<file path="config.mk">
export PLATFORM = sky130hd
export DESIGN_NAME = ex_issue
export DESIGN_NICKNAME = d
export VERILOG_FILES = /design/src/rtl/p_hardisc.sv /design/src/rtl/exi_watchdog.sv /design/src/rtl/ex_issue.sv
export SDC_FILE = /design/constraint.sdc
export NUM_CORES = 1
export LEC_CHECK = 0
export CORE_MARGIN = 10
export CORE_UTILIZATION = 39
export DETAILED_ROUTE_END_ITERATION = 10
export GPL_TIMING_DRIVEN = 0
export PLACE_DENSITY_LB_ADDON = 0.15
export SLEW_MARGIN = 20
export SYNTH_ARGS = -nofsm -noshare
export SYNTH_HDL_FRONTEND = slang
export SYNTH_SLANG_ARGS = --single-unit
</file>
<file path="constraint.sdc">
create_clock -name s_clk_i -period 6.7 [get_ports s_clk_i]
set_input_delay 1.34 -clock s_clk_i [delete_from_list [all_inputs] [get_ports s_clk_i]]
set_output_delay 1.34 -clock s_clk_i [all_outputs]
set_load 0.01 [all_outputs]
</file>
<file path="src/rtl/p_hardisc.sv">
// Shared types and constants for the hardisc pipeline stages.
// Holds instruction-control and function encodings plus the EX issue FSM state type.
package p_hardisc;

   localparam int unsigned DATA_W          = 32;
   localparam int unsigned PC_W            = 31;
   localparam int unsigned PAYLOAD_W       = 21;
   localparam int unsigned ICTRL_W         = 7;
   localparam int unsigned FPART_W         = 4;
   localparam int unsigned ICTRL_UNIT_MDU  = 4;
   localparam int unsigned EXI_CNT_W       = 8;
   localparam int unsigned EXI_MDU_TIMEOUT = 40;

   typedef logic [ICTRL_W-1:0] ictrl;
   typedef logic [FPART_W-1:0] f_part;

   typedef enum logic [1:0] {
      EXI_IDLE = 2'd0,
      EXI_EXEC = 2'd1,
      EXI_WAIT = 2'd2
   } exi_state_t;

   // Result/PC pair handed from EX to MA
   typedef struct packed {
      logic [DATA_W-1:0] result;
      logic [PC_W-1:0]   pc;
   } exi_ma_t;

endpackage

</file>
<file path="src/rtl/exi_watchdog.sv">
// Cycle counter for a multi-cycle MDU op: load, increment (saturating), freeze.
// Flags when the count reaches LIMIT-1 so the issuing stage can abort the op.
module exi_watchdog
   import p_hardisc::*;
#(
   parameter int unsigned LIMIT = EXI_MDU_TIMEOUT
) (
   input  logic i_clk,
   input  logic i_rstn,
   input  logic i_clear,
   input  logic i_load,
   input  logic i_inc,
   input  logic i_freeze,
   output logic o_expired_c
);

   logic [EXI_CNT_W-1:0] r_count;

   always_ff @(posedge i_clk) begin
      if (!i_rstn) begin
         r_count <= '0;
      end else if (i_clear) begin
         r_count <= '0;
      end else if (i_load) begin
         r_count <= EXI_CNT_W'(1);
      end else if (i_inc && !i_freeze && (r_count != '1)) begin
         r_count <= r_count + EXI_CNT_W'(1);
      end
   end

   assign o_expired_c = (r_count == EXI_CNT_W'(LIMIT - 1));

endmodule

</file>
<file path="src/rtl/ex_issue.sv">
// EX-stage issue control: holds one instruction for the executor, waits on MDU ops
// with a timeout watchdog, and registers the result toward the MA stage.
module ex_issue
   import p_hardisc::*;
#(
   parameter int unsigned MDU_TIMEOUT = EXI_MDU_TIMEOUT
) (
   input  logic                 s_clk_i,
   input  logic                 s_resetn_i,
   input  logic                 s_flush_i,
   input  logic                 s_valid_i,
   output logic                 s_ready_o,
   input  logic [ICTRL_W-1:0]   s_ictrl_i,
   input  logic [FPART_W-1:0]   s_function_i,
   input  logic [DATA_W-1:0]    s_operand1_i,
   input  logic [DATA_W-1:0]    s_operand2_i,
   input  logic [PAYLOAD_W-1:0] s_payload_i,
   input  logic [PC_W-1:0]      s_pc_i,
   output logic [ICTRL_W-1:0]   s_ex_ictrl_o,
   output logic [FPART_W-1:0]   s_ex_function_o,
   output logic [DATA_W-1:0]    s_ex_op1_o,
   output logic [DATA_W-1:0]    s_ex_op2_o,
   output logic [PAYLOAD_W-1:0] s_ex_payload_o,
   output logic [PC_W-1:0]      s_ex_pc_o,
   output logic                 s_ex_stall_o,
   output logic                 s_ex_flush_o,
   input  logic                 s_ex_finished_i,
   input  logic [DATA_W-1:0]    s_ex_result_i,
   output logic                 s_ma_valid_o,
   input  logic                 s_ma_ready_i,
   output logic [DATA_W-1:0]    s_ma_result_o,
   output logic [PC_W-1:0]      s_ma_pc_o,
   output logic                 s_error_o
);

   exi_state_t r_state, w_next;

   ictrl                 r_ictrl;
   f_part                r_func;
   logic [DATA_W-1:0]    r_op1, r_op2;
   logic [PAYLOAD_W-1:0] r_payload;
   logic [PC_W-1:0]      r_pc;
   logic                 r_ma_valid;
   exi_ma_t              r_ma;

   logic w_mdu, w_accept, w_complete, w_capture, w_timeout, w_ready, w_xfer;
   logic w_stall, w_wd_load, w_wd_inc, w_wd_clear, w_expired;

   assign w_mdu    = r_ictrl[ICTRL_UNIT_MDU];
   assign w_accept = !r_ma_valid || s_ma_ready_i;
   assign w_stall  = s_resetn_i && (r_state != EXI_IDLE) && r_ma_valid && !s_ma_ready_i;

   always_ff @(posedge s_clk_i) begin
      if (!s_resetn_i) r_state <= EXI_IDLE;
      else             r_state <= w_next;
   end

   // Next state, completion, handshake and watchdog control
   always_comb begin
      w_next     = r_state;
      w_complete = 1'b0;
      w_timeout  = 1'b0;
      w_wd_load  = 1'b0;
      w_wd_inc   = 1'b0;
      case (r_state)
         EXI_IDLE: w_next = EXI_IDLE;
         EXI_EXEC: begin
            w_complete = !w_mdu || s_ex_finished_i;
            if (!w_complete) begin
               w_next    = EXI_WAIT;
               w_wd_load = 1'b1;
            end
         end
         EXI_WAIT: begin
            w_complete = s_ex_finished_i;
            if (!w_complete) begin
               if (w_expired) begin
                  w_timeout = s_resetn_i && !s_flush_i;
                  w_next    = EXI_IDLE;
               end else begin
                  w_wd_inc = 1'b1;
               end
            end
         end
         default: w_next = EXI_IDLE;
      endcase
      w_capture = w_complete && w_accept && !s_flush_i && s_resetn_i;
      w_ready   = s_resetn_i && !s_flush_i && ((r_state == EXI_IDLE) || w_capture);
      w_xfer    = s_valid_i && w_ready;
      if (w_capture || (r_state == EXI_IDLE)) w_next = w_xfer ? EXI_EXEC : EXI_IDLE;
      if (s_flush_i) w_next = EXI_IDLE;
      w_wd_clear = s_flush_i || (w_next != EXI_WAIT);
   end

   exi_watchdog #(
      .LIMIT (MDU_TIMEOUT)
   ) u_watchdog (
      .i_clk       (s_clk_i),
      .i_rstn      (s_resetn_i),
      .i_clear     (w_wd_clear),
      .i_load      (w_wd_load),
      .i_inc       (w_wd_inc),
      .i_freeze    (w_stall),
      .o_expired_c (w_expired)
   );

   // Instruction payload only moves on a transfer; ictrl is reset so an empty stage reads as no-op
   always_ff @(posedge s_clk_i) begin
      if (!s_resetn_i)  r_ictrl <= '0;
      else if (w_xfer)  r_ictrl <= s_ictrl_i;
   end

   always_ff @(posedge s_clk_i) begin
      if (w_xfer) begin
         r_func    <= s_function_i;
         r_op1     <= s_operand1_i;
         r_op2     <= s_operand2_i;
         r_payload <= s_payload_i;
         r_pc      <= s_pc_i;
      end
   end

   always_ff @(posedge s_clk_i) begin
      if (!s_resetn_i) begin
         r_ma_valid <= 1'b0;
         r_ma       <= '0;
      end else if (s_flush_i) begin
         r_ma_valid <= 1'b0;
      end else if (w_capture) begin
         r_ma_valid <= 1'b1;
         r_ma       <= '{result: s_ex_result_i, pc: r_pc};
      end else if (s_ma_ready_i) begin
         r_ma_valid <= 1'b0;
      end
   end

   assign s_ready_o       = w_ready;
   assign s_ex_ictrl_o    = (r_state == EXI_IDLE) ? '0 : r_ictrl;
   assign s_ex_function_o = r_func;
   assign s_ex_op1_o      = r_op1;
   assign s_ex_op2_o      = r_op2;
   assign s_ex_payload_o  = r_payload;
   assign s_ex_pc_o       = r_pc;
   assign s_ex_stall_o    = w_stall;
   assign s_ex_flush_o    = s_resetn_i && (s_flush_i || w_timeout);
   assign s_error_o       = w_timeout;
   assign s_ma_valid_o    = r_ma_valid;
   assign s_ma_result_o   = r_ma.result;
   assign s_ma_pc_o       = r_ma.pc;

endmodule

</file>
==> impl_metrics.ini, run 1 <==
[run_status]
status = completed

[clock_tree]
cts-htree-levels = 1
cts_tree = built
cts_sinks = 201
clock_latency_ns = 0.50
cts_made_buffers = 21
ctsHoldBuffers = 0
clockBufferDepth = 3
cts_setup_buffers = 0
cts_resized = 0
root_buffer = clkbuf_16
path_clk_slew_ns = 0.06

[place]
hpwl_mm = 19.1
place_ws_ns = 1.37
gp_congestion = 0.894
dp.cells = 1105
numPortBuffers = 359

[setup_path]
crit_type = in -> out
critical_path.slowest_cell = clkdlybuf4s50_1
cpLargestDelayFamily = buffers and inverters
cp_num_buf_inv = 4
ff2ff_path_depth = 8
cp.required_ns = 5.36
worstPathArrival_ns = 3.93
startpoint = s_resetn_i
critical_path.startpoint_type = primary input
crit_path_max_fanout = 10
worstSetupEndpoint = s_ready_o
crit_cells = 8
r2r_end = s_ex_payload_o[17]
ff2ff_setup_slack_ns = 3.63
critPathMaxStageDelay_ns = 0.56
r2r_start = r_state[0]
end_kind = output port
cp_cell_sequence = clkdlybuf4s50_1 > buf_2 > nand2b_1 > a211oi_1 > clkbuf_1 > nor2_1 > nor2_1 > clkdlybuf4s50_1

[sta]
final.setup.worst_slack_ns = 1.43
fin_crit_ns = 5.27
grt_setup_unrepaired = no
fin_setup_tns_ns = 0
tightest_slew_ns = 0.632
hold_viol = 0
holdWs_ns = 0.453
fmax_ghz = 0.190
slew_headroom_pct = 57.8
finalCritPeriodShare_pct = 78.6
finalClockSkew_ns = 0.0169
finalSetupViolCount = 0
slew_violations = 0

[floorplanning]
die_h_um = 153
core_area_sq_mm = 0.0174
die_w_um = 153
io_pins = 360
die_area_sq_mm = 0.0235
start_util_pct = 39.9
rows = 48

[final_layout]
drive_above_1_share_pct = 5.77
antennaDiodeCount = 0
final_cell_mix = clkdlybuf4s50_1, nand2_1, edfxtp_1
final.fill_count = 1251
final_common_cell = clkdlybuf4s50_1
fin_util_pct = 67.1
fin_nets = 1072
syn_to_final_growth_pct = 68.1
finalNonFillerCells = 1143

[hold_path]
hp-class = reg -> reg
holdPathStages = 2

[pwr]
p_comb_share_pct = 7.0
leakage_nw = 3.94
switchingPower_mw = 0.549
p_sw_share_pct = 19.8
power_frac_clock_pct = 44.6
power.density_mw_per_mm2 = 239
p_int_mw = 2.23
p_seq_share_pct = 48.4
peakVddDrop_v = 0.000212

[logic_synthesis]
synth_warnings = 0
syn_area_per_cell_sq_um = 13.4
synth_nets = 686
ys_types = 40
async_reset_ff_share_pct = 0
ys_seq_elements = 201
ys.flop_type = edfxtp_1
synth_top_area_share_pct = 52.0
yosysTopAreaCell = edfxtp_1
synth_edf_count = 120
ys_seq_area_share_pct = 75.4
synth_area_leaders = edfxtp_1, dfxtp_1, nand2_1
syn_inst = 517
synthesis.area_sq_mm = 0.00693

[drt]
wl_per_cell_um = 21.3
drc = 0
wl_mm = 24.4
num_vias = 5400
drtIter0Drc = 214
dr.pass1.iters = 4
antenna_left = 0
routed_via_density = 4.72

[flow_run]
drv_cap = 0

[global_route]
antenna_found_initial = 0
grt_pass1_vias = 5876
grt_start_max_net_pins = 32
grt_pass1_wl_mm = 36.4
grt_overflow_total = 0
grt_use_total_pct = 19.8
## routing by layer
metal  up-vias  part of all wire, %  GRT usage, %
li1       2573                    -             -
met1      2549                   34          19.6
met5         -                    0             0
met3        26                   13          10.5
met2       252                   52          36.0
met4         0                  1.3          3.68
## worst reg2reg max path, cell delays in order (launching register included)
cell      delay (ns)
dfxtp_1         0.39
inv_1           0.10
ha_1            0.38
nand3b_1        0.14
a211oi_1        0.39
o211a_1         0.28
buf_2           0.55
buf_12          0.30
buf_12          0.23
## worst min path at each step
stage / startpoint / to / slack, ns
detailed placement: s_ma_result_o[30] / s_ma_result_o[30] / 0.45
floorplan: r_ictrl[6] / r_ictrl[6] / 0.44
finish: s_ma_result_o[30] / s_ma_result_o[30] / 0.45
global route: s_ma_result_o[30] / s_ma_result_o[30] / 0.47
global placement: s_ma_result_o[23] / s_ma_result_o[23] / 0.44
CTS: s_ma_result_o[30] / s_ma_result_o[30] / 0.45
## power by group through the flow
stage / Sequential [mW] / Clock, mW / Combinational, mW
6_report: 1.35 / 1.24 / 0.195
5_1_grt: 1.35 / 1.32 / 0.207
4_1_cts: 1.35 / 1.27 / 0.198
3_5_place_dp: 1.37 / 0 / 0.196
3_3_place_gp: 1.38 / 0 / 0.189
2_1_floorplan: 1.39 / 0 / 0.0272
## flip-flops by register name, summed over array words and instances (netlist names)
| signal | cells |
|---|---|
| s_ex_function_o | 4 |
| r_ictrl | 7 |
| r_state | 2 |
| s_ex_op1_o | 32 |
| s_ma_pc_o | 31 |
| s_ex_pc_o | 31 |
| u_watchdog.r_count | 8 |
| s_ex_op2_o | 32 |
| s_ma_result_o | 32 |
| s_ex_payload_o | 21 |
| s_ma_valid_o | 1 |
## synthesized netlist by cell type (2+ instances only)
cell / number
o21a_1: 2
a21boi_0: 54
xnor2_1: 4
nor3_1: 4
nand3b_1: 3
clkbuf_1: 18
dfxtp_1: 81
nand4_1: 2
a21oi_1: 6
o21ai_0: 8
nand2_1: 144
ha_1: 4
buf_2: 6
nor2_1: 13
inv_1: 2
nor2b_1: 9
nand3_1: 3
nor4_1: 3
edfxtp_1: 120
a21boi_1: 9
nand2b_1: 3
## through the flow
| stage | instance area, sq um | total power, mW |
|---|---|---|
| floorplan | 6930 | 1.41 |
| global placement | 10800 | 1.57 |
| CTS | 11600 | 2.81 |
| finish | 11600 | 2.78 |
| global route | 11600 | 2.87 |
| detailed placement | 10900 | 1.57 |
## area by class of cell
class	count	area (sq um)	share of cell area (%)
Sequential cell	201	5230	44.9
Timing Repair Buffer	363	3680	31.6
Multi-Input combinational cell	289	1590	13.7
Clock buffer	32	662	5.69
Tap cell	225	282	2.42
Buffer	25	103	0.881
Clock inverter	6	88.8	0.763
Inverter	2	7.51	0.0645
## kinds of logic (layout without fill, tap and decap cells)
| logic type | after synthesis | in the layout | share of synthesized area (%) |
|---|---|---|---|
| xor gates and xnor gates | 5 | 5 | 0.632 |
| AOI/OAI and AO/OA | 88 | 88 | 9.79 |
| buffers and inverters | 27 | 428 | 1.57 |
| and+or+nand+nor | 192 | 192 | 11.9 |
| adders and majority gates | 4 | 4 | 0.722 |
| DFF | 201 | 201 | 75.4 |
(Power assumes the default switching activity.)
==> run 2, diff against run 1 <==
==> constraint.sdc (replaced) <==
create_clock -name s_clk_i -period 5.4 [get_ports s_clk_i]
set_input_delay 1.08 -clock s_clk_i [delete_from_list [all_inputs] [get_ports s_clk_i]]
set_output_delay 1.08 -clock s_clk_i [all_outputs]
set_load 0.01 [all_outputs]
==> run 2 against run 1 <==
Against the previous run: die area stayed put; critical endpoint unchanged; cell count grew 0.17%; largest power group unchanged; total power increased by 24%; clock skew about the same; sequential share of layout area is 0.17 points higher.
==> impl_metrics.ini, run 2 (same netlist as run 1, synthesis figures left out) <==
[setup_path]
cp_num_buf_inv = 4
startpoint = s_resetn_i
cp_cell_sequence = clkdlybuf4s50_1 > buf_2 > nand2b_1 > a211oi_1 > clkbuf_1 > nor2_1 > nor2_1 > clkdlybuf4s50_1
worstPathArrival_ns = 3.66
ff2ff_path_depth = 7
critical_path.slowest_cell = clkdlybuf4s50_1
end_kind = output port
worstSetupEndpoint = s_ready_o
critPathMaxStageDelay_ns = 0.56
r2r_start = r_state[0]
ff2ff_setup_slack_ns = 2.47
r2r_end = s_ex_op2_o[29]
crit_path_max_fanout = 10
cpLargestDelayFamily = buffers and inverters
cp.required_ns = 4.32
crit_cells = 8
crit_type = in -> out
critical_path.startpoint_type = primary input

[drt]
wl_mm = 23.8
antenna_left = 0
num_vias = 5386
routed_via_density = 4.70
drc = 0
drtIter0Drc = 209
dr.pass1.iters = 4
wl_per_cell_um = 20.7

[global_route]
grt_pass1_wl_mm = 35.1
grt_pass1_vias = 5665
grt_use_total_pct = 19.2
grt_overflow_total = 0
grt_start_max_net_pins = 80
antenna_found_initial = 1

[pwr]
power_mw = 3.44
leakage_nw = 3.91
power.density_mw_per_mm2 = 297
peakVddDrop_v = 0.000274

[clock_tree]
cts_tree = built
clockBufferDepth = 3
root_buffer = clkbuf_16
cts_made_buffers = 23
cts_setup_buffers = 0
cts_sinks = 201
path_clk_slew_ns = 0.06
cts_resized = 0
cts-htree-levels = 1
clock_latency_ns = 0.50
ctsHoldBuffers = 0

[floorplanning]
rows = 48
io_pins = 360
die_h_um = 153
die_area_sq_mm = 0.0235
die_w_um = 153
start_util_pct = 39.9
core_area_sq_mm = 0.0174

[sta]
grt_setup_unrepaired = no
fin_setup_tns_ns = 0
slew_headroom_pct = 61.4
finalClockSkew_ns = 0.0168
slew_violations = 0
hold_viol = 0
finalSetupViolCount = 0
finalCritPeriodShare_pct = 87.8
fmax_ghz = 0.211
fin_crit_ns = 4.74
tightest_slew_ns = 0.580

[final_layout]
drive_above_1_share_pct = 5.11
finalNonFillerCells = 1145
fin_nets = 1071
final_common_cell = clkdlybuf4s50_1
fin_util_pct = 66.8
final.fill_count = 1270
syn_to_final_growth_pct = 67.4
final_cell_mix = clkdlybuf4s50_1, nand2_1, edfxtp_1
stdcell_area_sq_mm = 0.0116

[flow_run]
drv_cap = 0

[hold_path]
hp-class = reg -> reg

[place]
gp_congestion = 0.884
postPlaceCellArea_sq_mm = 0.0108
dp.cells = 1102
numPortBuffers = 359
hpwl_mm = 18.7

[run_status]
status = completed
==> run 2: worst min-delay path by stage <==
| stage | start | end | slack, ns | depth (start not counted) |
|---|---|---|---|---|
| 3_3_place_gp | s_ma_result_o[29] | s_ma_result_o[29] | 0.44 | 2 |
| 4_1_cts | s_ma_result_o[29] | s_ma_result_o[29] | 0.46 | 2 |
| 2_1_floorplan | r_ictrl[6] | r_ictrl[6] | 0.44 | 2 |
| 3_5_place_dp | s_ma_pc_o[11] | s_ma_pc_o[11] | 0.45 | 2 |
| 6_report | s_ma_pc_o[11] | s_ma_pc_o[11] | 0.46 | 2 |
| 5_1_grt | s_ma_pc_o[11] | s_ma_pc_o[11] | 0.47 | 2 |
==> run 2: cell type report <==
cell class	count	area [sq um]	share of cell area (%)
timing repair buffer	360	3620	31.2
clock inverter	4	73.8	0.637
antenna	1	2.50	0.0216
buffer	25	109	0.939
clock buffer	38	683	5.89
tap	225	282	2.43
inverter	2	7.51	0.0647
multi-input combinational	289	1590	13.7
sequential	201	5230	45.1
==> run 2: power breakdown <==
group	internal [mW]	switching, mW
registers	1.66	0.0104
clock network	0.957	0.578
logic	0.159	0.0776
total	2.78	0.666
==> run 2: worst min-delay path, stage by stage (launching register included) <==
cell,delay [ns]
dfxtp_1,0.31
nand2_1,0.05
a21boi_1,0.05
==> run 2: per-stage QoR <==
stage	hold WS, ns	worst slack, ns
after floorplan	0.439	1.26
after global placement	0.442	-0.223
after detailed placement	0.448	0.587
after CTS	0.458	0.567
after global routing	0.473	0.418
final	0.456	0.660
==> run 2: per-layer routing <==
metal / vias to the layer above / GRT usage (%) / wire length, um
li1: 2581 / - / -
met1: 2527 / 18.8 / 8160
met2: 253 / 33.9 / 12200
met3: 25 / 11.3 / 3080
met4: 0 / 4.22 / 352
met5: - / 0 / 0
==> run 3, diff against run 2 <==
--- a/config.mk
+++ b/config.mk
@@ -8,9 +8,12 @@
 export CORE_MARGIN = 10
 export CORE_UTILIZATION = 39
 export DETAILED_ROUTE_END_ITERATION = 10
+export GPL_ROUTABILITY_DRIVEN = 0
 export GPL_TIMING_DRIVEN = 0
+export MAX_ROUTING_LAYER = met4
 export PLACE_DENSITY_LB_ADDON = 0.15
 export SLEW_MARGIN = 20
 export SYNTH_ARGS = -nofsm -noshare
 export SYNTH_HDL_FRONTEND = slang
+export SYNTH_HIERARCHICAL = 1
 export SYNTH_SLANG_ARGS = --single-unit
==> run 3 against run 2 <==
Against the previous run: clock skew is 0.0099 ns lower; sequential power hardly changed; die area is 0.44% lower; register-to-register slack better by 0.16 ns; maximum frequency is 5.7% higher; combinational power hardly changed; critical path depth is 3 lower; non-clock buffer count is 1 lower; sequential share of layout area is 0.52 points higher.
==> impl_metrics.ini, run 3 <==
[run_status]
status = completed

[sta]
fin_setup_tns_ns = 0
final.setup.worst_slack_ns = 0.914
fin_crit_ns = 4.49
tightest_slew_ns = 0.538
fmax_ghz = 0.223
finalCritPeriodShare_pct = 83.1
grt_setup_unrepaired = no
slew_violations = 0
finalClockSkew_ns = 0.00686
hold_viol = 0
slew_headroom_pct = 63.2
finalSetupViolCount = 0

[logic_synthesis]
yosys-top-cells-count = nand2_1, edfxtp_1, dfxtp_1
ys.flop_type = edfxtp_1
syn_inst = 523
synth_warnings = 6
ys_seq_area_share_pct = 75.8
ys_seq_elements = 201
synth_edf_count = 120
ys_types = 44
yosysMostFrequentCell = nand2_1
synth_top_area_share_pct = 52.3
synthesis.area_sq_mm = 0.00689
synth_area_leaders = edfxtp_1, dfxtp_1, nand2_1
async_reset_ff_share_pct = 0
yosysTopAreaCell = edfxtp_1
syn_area_per_cell_sq_um = 13.2
synth_nets = 692

[setup_path]
worstPathArrival_ns = 3.41
crit_path_max_fanout = 10
ff2ff_setup_slack_ns = 2.63
crit_type = in -> out
cp.required_ns = 4.32
end_kind = output port
critical_path.startpoint_type = primary input

[place]
place_ws_ns = 0.845
postPlaceCellArea_sq_mm = 0.0108
numPortBuffers = 359
hpwl_mm = 19.2

[pwr]
power.density_mw_per_mm2 = 286
leakage_nw = 3.98
peakVddDrop_v = 0.000209

[clock_tree]
cts_tree = built
cts_resized = 0
clock_latency_ns = 0.49
root_buffer = clkbuf_16
cts-htree-levels = 1
cts_setup_buffers = 0
cts_sinks = 201
ctsHoldBuffers = 0
clockBufferDepth = 3
cts_made_buffers = 22
path_clk_slew_ns = 0.05

[drt]
routed_via_density = 4.78
wl_per_cell_um = 20.9
dr.pass1.iters = 5
drc = 0
antenna_left = 0
drtIter0Drc = 231
num_vias = 5491
wl_mm = 24.0

[global_route]
grt_use_total_pct = 20.2
grt_start_max_net_pins = 91
grt_overflow_total = 0
grt_pass1_vias = 6004
antenna_found_initial = 0
grt_pass1_wl_mm = 35.8

[hold_path]
hp-class = reg -> reg

[final_layout]
final_common_cell = clkdlybuf4s50_1
stdcell_area_sq_mm = 0.0115
final.fill_count = 1258
final_cell_mix = clkdlybuf4s50_1, nand2_1, edfxtp_1
fin_nets = 1076
syn_to_final_growth_pct = 66.3
antennaDiodeCount = 0
drive_above_1_share_pct = 6.28

[flow_run]
drv_cap = 0

[floorplanning]
die_h_um = 153
rows = 48
die_area_sq_mm = 0.0234
io_pins = 360
die_w_um = 153
core_area_sq_mm = 0.0173
start_util_pct = 39.9
## run 3: cell types whose count changed after synthesis, moves of 7 or more
cell	before	now
o21ai_2	0	8
clkbuf_1	18	11
a21boi_0	54	0
o21ai_0	8	55
a21boi_1	9	0
inv_1	2	9
mux2i_1	0	8
## run 3: layout make-up
cell class | instances | area, sq um | area share, %
clock buffers | 34 | 637 | 5.55
well taps | 225 | 282 | 2.46
clock inverters | 6 | 28.8 | 0.251
repair buffers | 360 | 3620 | 31.6
flip-flops and latches | 201 | 5230 | 45.6
inverters | 9 | 38.8 | 0.338
plain buffers | 24 | 134 | 1.17
multi-input cells | 289 | 1500 | 13.1
## run 3: final timing paths
check / startpoint / endpoint / cells after the start
worst max register to register: r_state[1] / s_ex_pc_o[22] / 8
worst min-delay path: r_ictrl[2] / r_ictrl[2] / 2
worst max-delay path: s_resetn_i / s_ex_stall_o / 5
worst min register to register: r_ictrl[2] / r_ictrl[2] / 2
## run 3: routing by layer
| metal | routed length [um] | vias to the layer above | track usage (%) |
|---|---|---|---|
| li1 | - | 2592 | - |
| met1 | 7920 | 2590 | 18.5 |
| met2 | 12500 | 264 | 36.1 |
| met3 | 3080 | 45 | 10.7 |
| met4 | 538 | 0 | 5.04 |
| met5 | 0 | - | - |
## run 3: cells by family (layout without fill, tap and decap cells)
| family | Yosys count | count (layout) | share of synthesized area [%] |
|---|---|---|---|
| simple gates | 190 | 190 | 11.9 |
| flops | 201 | 201 | 75.8 |
| compound gates | 82 | 82 | 7.30 |
| xor+xnor | 5 | 5 | 0.635 |
| mux | 8 | 8 | 1.16 |
| fa+ha+maj | 4 | 4 | 0.726 |
| buf+inv | 33 | 433 | 2.43 |
## run 3: power by group
| part | internal [mW] | switching [mW] |
|---|---|---|
| Clock | 0.808 | 0.559 |
| Sequential | 1.66 | 0.0103 |
| Combinational | 0.156 | 0.0825 |
| Total | 2.62 | 0.652 |
## run 3: stage by stage
step | cells | utilization, % | power [mW] | hold slack (ns)
after global routing | 1148 | 66.3 | 3.39 | 0.474
final | 1148 | 66.3 | 3.28 | 0.452
after CTS | 1148 | 66.3 | 3.32 | 0.456
after global placement | 1107 | 62.3 | 1.94 | 0.439
after detailed placement | 1108 | 62.4 | 1.94 | 0.448
after floorplan | 523 | - | 1.75 | 0.433
## run 3: worst max-delay path, stage by stage
cell	delay [ns]
clkdlybuf4s50_1	0.55
clkbuf_1	0.43
clkbuf_1	0.42
and3b_1	0.33
clkdlybuf4s50_1	0.58
